`src/rtl/alarm_seq_pkg.sv`:
```
// Shared types for the alarm ringing sequencer: FSM state encoding and its width.
package alarm_seq_pkg;

    localparam int STATE_W = 2;

    typedef enum logic [STATE_W-1:0] {
        IDLE,
        RING,
        SNOOZE,
        DONE
    } alarmStateT;

endpackage

```
`src/rtl/sec_tick_gen.sv`:
```
// One-second tick prescaler; restart forces the count back to 0 so the first tick
// lands exactly CLK_HZ clocks after the restart cycle.
module sec_tick_gen #(
    parameter int CLK_HZ = 50000000
) (
    input  logic clk,
    input  logic RESET_n,
    input  logic restart,
    output logic tick
);

    localparam int CNT_W = (CLK_HZ > 1) ? $clog2(CLK_HZ) : 1;

    logic [CNT_W-1:0] divCnt;

    // Decoded from the register, not registered again, so expiry acts on the next edge.
    assign tick = (divCnt == CNT_W'(CLK_HZ - 1));

    // NOTE: sequential state uses non-blocking assignments so every flop samples
    // pre-edge values regardless of statement order.
    always_ff @(posedge clk or negedge RESET_n) begin
        if (!RESET_n) begin
            divCnt <= '0;
        end else if (restart || tick) begin
            divCnt <= '0;
        end else begin
            divCnt <= divCnt + CNT_W'(1);
        end
    end

endmodule

```
`src/rtl/alarm_sequencer.sv`:
```
// Alarm ringing controller: edge-triggered alarm match, ring timeout, snooze
// countdown with a per-event limit, dismiss, and melody/LED drive.
module alarm_sequencer
    import alarm_seq_pkg::*;
#(
    parameter int CLK_HZ     = 50000000,
    parameter int BLINK_DIV  = 2500000,
    parameter int RING_SEC   = 60,
    parameter int SNOOZE_SEC = 300,
    parameter int MAX_SNOOZE = 3
) (
    input  logic        clk,
    input  logic        RESET_n,
    input  logic        armed,
    input  logic        clk_mode,
    input  logic [15:0] cur_time,
    input  logic [15:0] alarm_time,
    input  logic        snooze_p,
    input  logic        dismiss_p,
    output logic        melody_en,
    output logic        led,
    output logic        ringing,
    output logic        snoozing,
    output logic [1:0]  snooze_cnt
);

    localparam int SEC_MAX = (RING_SEC > SNOOZE_SEC) ? RING_SEC : SNOOZE_SEC;
    localparam int SEC_W   = $clog2(SEC_MAX + 1);
    localparam int BLINK_W = (BLINK_DIV > 1) ? $clog2(BLINK_DIV) : 1;

    alarmStateT         state;
    logic               matchNow;
    logic               matchQ;
    logic               primed;
    logic               trig;
    logic               cancel;
    logic               tick;
    logic               secLast;
    logic               snoozeOk;
    logic               enterRing;
    logic               enterSnooze;
    logic               restart;
    logic [SEC_W-1:0]   secCnt;
    logic [BLINK_W-1:0] blinkCnt;
    logic               blinkQ;
    logic [1:0]         snoozeCntQ;

    assign matchNow = (cur_time == alarm_time);
    // primed blocks a trigger on the first edge after reset, when matchQ is not yet valid.
    assign trig     = matchNow & ~matchQ & primed & armed & clk_mode;
    assign cancel   = ~armed | ~clk_mode;
    assign secLast  = tick && (secCnt == SEC_W'(1));
    assign snoozeOk = snooze_p && (snoozeCntQ < 2'(MAX_SNOOZE));

    // Entry events mirror the FSM branches below; they restart the prescaler in the same edge.
    assign enterRing   = ((state == IDLE) && trig) ||
                         ((state == SNOOZE) && !dismiss_p && armed && secLast);
    assign enterSnooze = (state == RING) && !cancel && !dismiss_p && snoozeOk;
    assign restart     = enterRing | enterSnooze;

    sec_tick_gen #(
        .CLK_HZ (CLK_HZ)
    ) u_sec_tick_gen (
        .clk     (clk),
        .RESET_n (RESET_n),
        .restart (restart),
        .tick    (tick)
    );

    always_ff @(posedge clk or negedge RESET_n) begin
        if (!RESET_n) begin
            matchQ <= 1'b0;
            primed <= 1'b0;
        end else begin
            matchQ <= matchNow;
            primed <= 1'b1;
        end
    end

    always_ff @(posedge clk or negedge RESET_n) begin
        if (!RESET_n) begin
            state      <= IDLE;
            secCnt     <= '0;
            snoozeCntQ <= '0;
            ringing    <= 1'b0;
            snoozing   <= 1'b0;
        end else begin
            case (state)
                IDLE: begin
                    if (trig) begin
                        state      <= RING;
                        secCnt     <= SEC_W'(RING_SEC);
                        snoozeCntQ <= '0;
                        ringing    <= 1'b1;
                    end
                end
                RING: begin
                    if (cancel || dismiss_p) begin
                        state   <= DONE;
                        ringing <= 1'b0;
                    end else if (snoozeOk) begin
                        state      <= SNOOZE;
                        secCnt     <= SEC_W'(SNOOZE_SEC);
                        snoozeCntQ <= snoozeCntQ + 2'd1;
                        ringing    <= 1'b0;
                        snoozing   <= 1'b1;
                    end else if (tick) begin
                        secCnt <= secCnt - SEC_W'(1);
                        if (secLast) begin
                            state   <= DONE;
                            ringing <= 1'b0;
                        end
                    end
                end
                SNOOZE: begin
                    if (dismiss_p || !armed) begin
                        state    <= DONE;
                        snoozing <= 1'b0;
                    end else if (tick) begin
                        secCnt <= secCnt - SEC_W'(1);
                        if (secLast) begin
                            state    <= RING;
                            secCnt   <= SEC_W'(RING_SEC);
                            ringing  <= 1'b1;
                            snoozing <= 1'b0;
                        end
                    end
                end
                DONE: begin
                    // Wait out the matching minute so the same event cannot retrigger.
                    if (!matchNow) begin
                        state      <= IDLE;
                        snoozeCntQ <= '0;
                    end
                end
                default: state <= IDLE;
            endcase
        end
    end

    always_ff @(posedge clk or negedge RESET_n) begin
        if (!RESET_n) begin
            blinkQ   <= 1'b0;
            blinkCnt <= '0;
        end else if (enterRing) begin
            blinkQ   <= 1'b1;
            blinkCnt <= '0;
        end else if (state == RING) begin
            if (blinkCnt == BLINK_W'(BLINK_DIV - 1)) begin
                blinkQ   <= ~blinkQ;
                blinkCnt <= '0;
            end else begin
                blinkCnt <= blinkCnt + BLINK_W'(1);
            end
        end else begin
            blinkQ   <= 1'b0;
            blinkCnt <= '0;
        end
    end

    assign melody_en  = ringing;
    assign led        = (ringing & blinkQ) | snoozing;
    assign snooze_cnt = snoozeCntQ;

endmodule

```
`config.mk`:
```
export PLATFORM = sky130hd
export DESIGN_NAME = alarm_sequencer
export DESIGN_NICKNAME = d
export VERILOG_FILES = /design/src/rtl/alarm_seq_pkg.sv /design/src/rtl/sec_tick_gen.sv /design/src/rtl/alarm_sequencer.sv
export SDC_FILE = /design/constraint.sdc
export NUM_CORES = 1
export LEC_CHECK = 0
export BUFFER_PORTS_ARGS = -buffer_cell sky130_fd_sc_hd__buf_2
export CAP_MARGIN = 5
export CORE_MARGIN = 3
export CORE_UTILIZATION = 50
export CTS_CLUSTER_DIAMETER = 40
export DETAILED_ROUTE_END_ITERATION = 10
export PLACE_DENSITY = 0.71
export SETUP_SLACK_MARGIN = 0.02
export SLEW_MARGIN = 25
export SYNTH_ARGS = -nofsm -noshare
export SYNTH_HDL_FRONTEND = slang
export SYNTH_SLANG_ARGS = --single-unit
```
`constraint.sdc`:
```
create_clock -name clk -period 3 [get_ports clk]
set_input_delay 0.15 -clock clk [delete_from_list [all_inputs] [get_ports clk]]
set_output_delay 0.15 -clock clk [all_outputs]
set_load 0.02 [all_outputs]
```
==> results_dict.tcl <==
set metrics [dict create \
    status "complete, no violations" \
    totalPowerFinal_uw 3740 \
    numCtsBuffers 9 \
    finalWirelength_um 7450 \
    period_share 0.897 \
    crit_arrival_ps 2910 \
    drv_cap 0 \
    crit_buf_inv 0 \
    ys.flop_type "dfrtp_1" \
    fmax_mhz 372 \
    drive_gt1_frac 0.176 \
    hold_path_class "in2reg" \
    start_kind "register" \
    cts-root-buf "clkbuf_8" \
    slew_headroom 0.438 \
    wl_met1_um 3330 \
    grt_pass1_vias 3060 \
    dp_hpwl_um 5660 \
    rsz0062_at_grt "no" \
    multi_input_area_um2 1990 \
    fp-row-count 30 \
    postLayoutCellArea_um2 4330 \
    clock_sinks 66 \
    htree_num_levels 3 \
    ir_drop_uv 431 \
    ff_latch_area_um2 1650 \
    drc 0 \
    fin_nets 497 \
    antenna_found_initial 0 \
    clk_latency_ps 340 \
    grt_first_pass_wirelength_um 13300 \
    fp.dieW_um 92.3 \
    grt_use_total 0.193 \
    wl_met2_um 3560 \
    synth_nets 446 \
    dieHeight_um 92.3 \
    final-hold-violation-count 0 \
    setup_viol 0 \
    dr.max_layer_used "met4" \
    slowest_stage "or4b_4" \
    cp.required_ps 3220 \
    cp_max_fo 9 \
    placed_cells 533 \
    syn_inst 398 \
    syn_area_per_cell_um2 9.35 \
    ios 44 \
    num_antenna_cells 0 \
    ant_nets 0 \
    crit_chain "or4b_4 -> nor4_4 -> a41o_1 -> nand3_2 -> or3_4 -> o41ai_1" \
    grt_max_degree 38 \
    firstDrtPassIters 4 \
    io_buffers 43 \
    cts_setup_buffers 0 \
    worstSetupPathType "reg2reg" \
    end_kind "register" \
    vias_per_cell 5.51 \
    grt_remaining_overflow 0 \
    pwr_density_cell_nw_per_um2 864 \
    ys_types 53 \
    wl_per_cell_um 13.5 \
    syn_area_um2 3720 \
    vias 3031 \
    dpl-instance-area_um2 4050 \
    cts_max_path_buffers 2 \
    start_util 0.530 \
    slew_viol_final 0 \
    yosys_warnings 0 \
    path_delay_family "simple AND/OR/NAND/NOR gates" \
    area_growth_pct 16.2 \
    clkTransAtPathRegs_ps 70 \
    critPathMaxStageDelay_ps 560 \
    core_area_um2 7020 \
    place_congestion 0.864 \
    tns_ps 0 \
    synth_edf_count 0 \
    cts_tree "done" \
    final_cells 550 \
    first_iter_violations 222 \
    synth_seq_area_share 0.444 \
    die-area_um2 8520 \
    fin_worst_skew_ps 9.80 \
    dr_wl_met3_um 460 \
    synth_seq_cells 66 \
    p_leak_uw 0.00189 \
    finalCriticalPeriod_ps 2690 \
    async_flop_share 1.00 \
    tightest_slew_ps 843 \
    fillers 620 \
    whs_ps 245 \
]
[cells in the final DEF (no fill, tap or decap), types with 6 or more instances in the layout]
master / instances
xor2_1: 30
nand3_1: 21
buf_4: 6
nand4_1: 17
ha_1: 10
xnor2_1: 32
clkbuf_8: 11
nand2_1: 28
dfrtp_1: 66
inv_1: 12
and3_1: 8
a21oi_1: 6
nor3_1: 8
buf_2: 43
o21ai_0: 9
nor2_1: 77
[cell usage after synthesis (2+ instances only)]
library cell   n  area (µm²)
dfrtp_1       66        1650
or4_1          2        15.0
nand2b_1       4        25.0
nor3_1         8        40.0
xor2_1        30         263
nand3_1       21         105
o41ai_1        5        43.8
clkbuf_1       7        26.3
a21boi_0       3        22.5
nand4_1       17         106
a21o_1         3        22.5
ha_1          10         125
or3_1          2        12.5
nor4b_1        3        26.3
a21oi_1        6        30.0
a211oi_1       2        15.0
nand3b_1       2        15.0
o21ai_0        9        45.0
and3_1         8        50.1
and3_2         2        15.0
or2_2          2        12.5
and2_1         2        12.5
mux2_2         5        56.3
nand2_1       28         105
nor2_1        77         289
nor4_1         4        25.0
xnor2_1       32         280
o31a_1         2        17.5
inv_1         12        45.0
[layout make-up]
class | instances | area share
inverters | 12 | 0.0104
multi-input cells | 310 | 0.459
well taps | 96 | 0.0278
repair buffers | 50 | 0.0625
clock buffers | 12 | 0.0359
flip-flops and latches | 66 | 0.382
clock inverters | 4 | 0.0226
[state kept, by name, summed over array words and instances, names as in the netlist]
| name | cells |
|---|---|
| blinkCnt | 22 |
| blinkQ | 1 |
| matchQ | 1 |
| melody_en | 1 |
| primed | 1 |
| secCnt | 9 |
| snooze_cnt | 2 |
| snoozing | 1 |
| state | 2 |
| u_sec_tick_gen.divCnt | 26 |
[power breakdown]
part	internal [µW]	switching [µW]	leakage [µW]
Combinational	587	765	0.000912
Sequential	1170	287	0.000856
Clock	598	333	0.000123
Total	2350	1380	0.00189
[cells by family (layout without fill, tap and decap cells)]
kind of cell / after synthesis / after routing / synth area share
AO/OA/AOI/OAI: 41 / 41 / 0.0793
XOR/XNOR: 62 / 62 / 0.146
adder cells (fa/ha/maj): 10 / 10 / 0.0336
buffers and inverters: 22 / 78 / 0.0255
flip-flops: 66 / 66 / 0.444
multiplexers: 6 / 6 / 0.0178
other: 1 / 1 / 0.00101
AND/OR/NAND/NOR: 190 / 190 / 0.253
[worst reg2reg max path, stage by stage, from the launching register on]
cell     delay [ps]
dfrtp_1         430
or4b_4          560
nor4_4          380
a41o_1          260
nand3_2         140
or3_4           410
o41ai_1         380
[final timing paths]
check                      slack [ps]                     start                   endpoint  cells after the start
min                               250               cur_time[9]                     matchQ                      5
min in group asynchronous         440                   RESET_n   u_sec_tick_gen.divCnt[9]                      2
max                               310  u_sec_tick_gen.divCnt[8]                  secCnt[6]                      6
max reg2reg                       310  u_sec_tick_gen.divCnt[8]                  secCnt[6]                      6
min reg2reg                       480  u_sec_tick_gen.divCnt[0]   u_sec_tick_gen.divCnt[0]                      1
max in group asynchronous        1830                   RESET_n  u_sec_tick_gen.divCnt[23]                      3
[what timing repair did]
| item | in CTS | in global routing |
|---|---|---|
| hold endpoints to repair | 35 | 0 |
| gates resized for setup | 0 | 2 |
| hold buffers | 1 | 0 |
| endpoints found under the setup margin | 0 | 1 |
[per-layer routing]
metal | global-route usage | vias up
met5 | 0 | -
met4 | 0.0532 | 0
met3 | 0.0500 | 10
met2 | 0.319 | 88
met1 | 0.250 | 1457
li1 | - | 1476
[metrics by stage]
stage	worst slack (ps)	util
final	310	0.616
after detailed placement	234	0.577
after global routing	125	0.616
after floorplan	505	-
after global placement	344	0.577
after CTS	200	0.615
No activity file was read; power rests on OpenSTA's default activity.
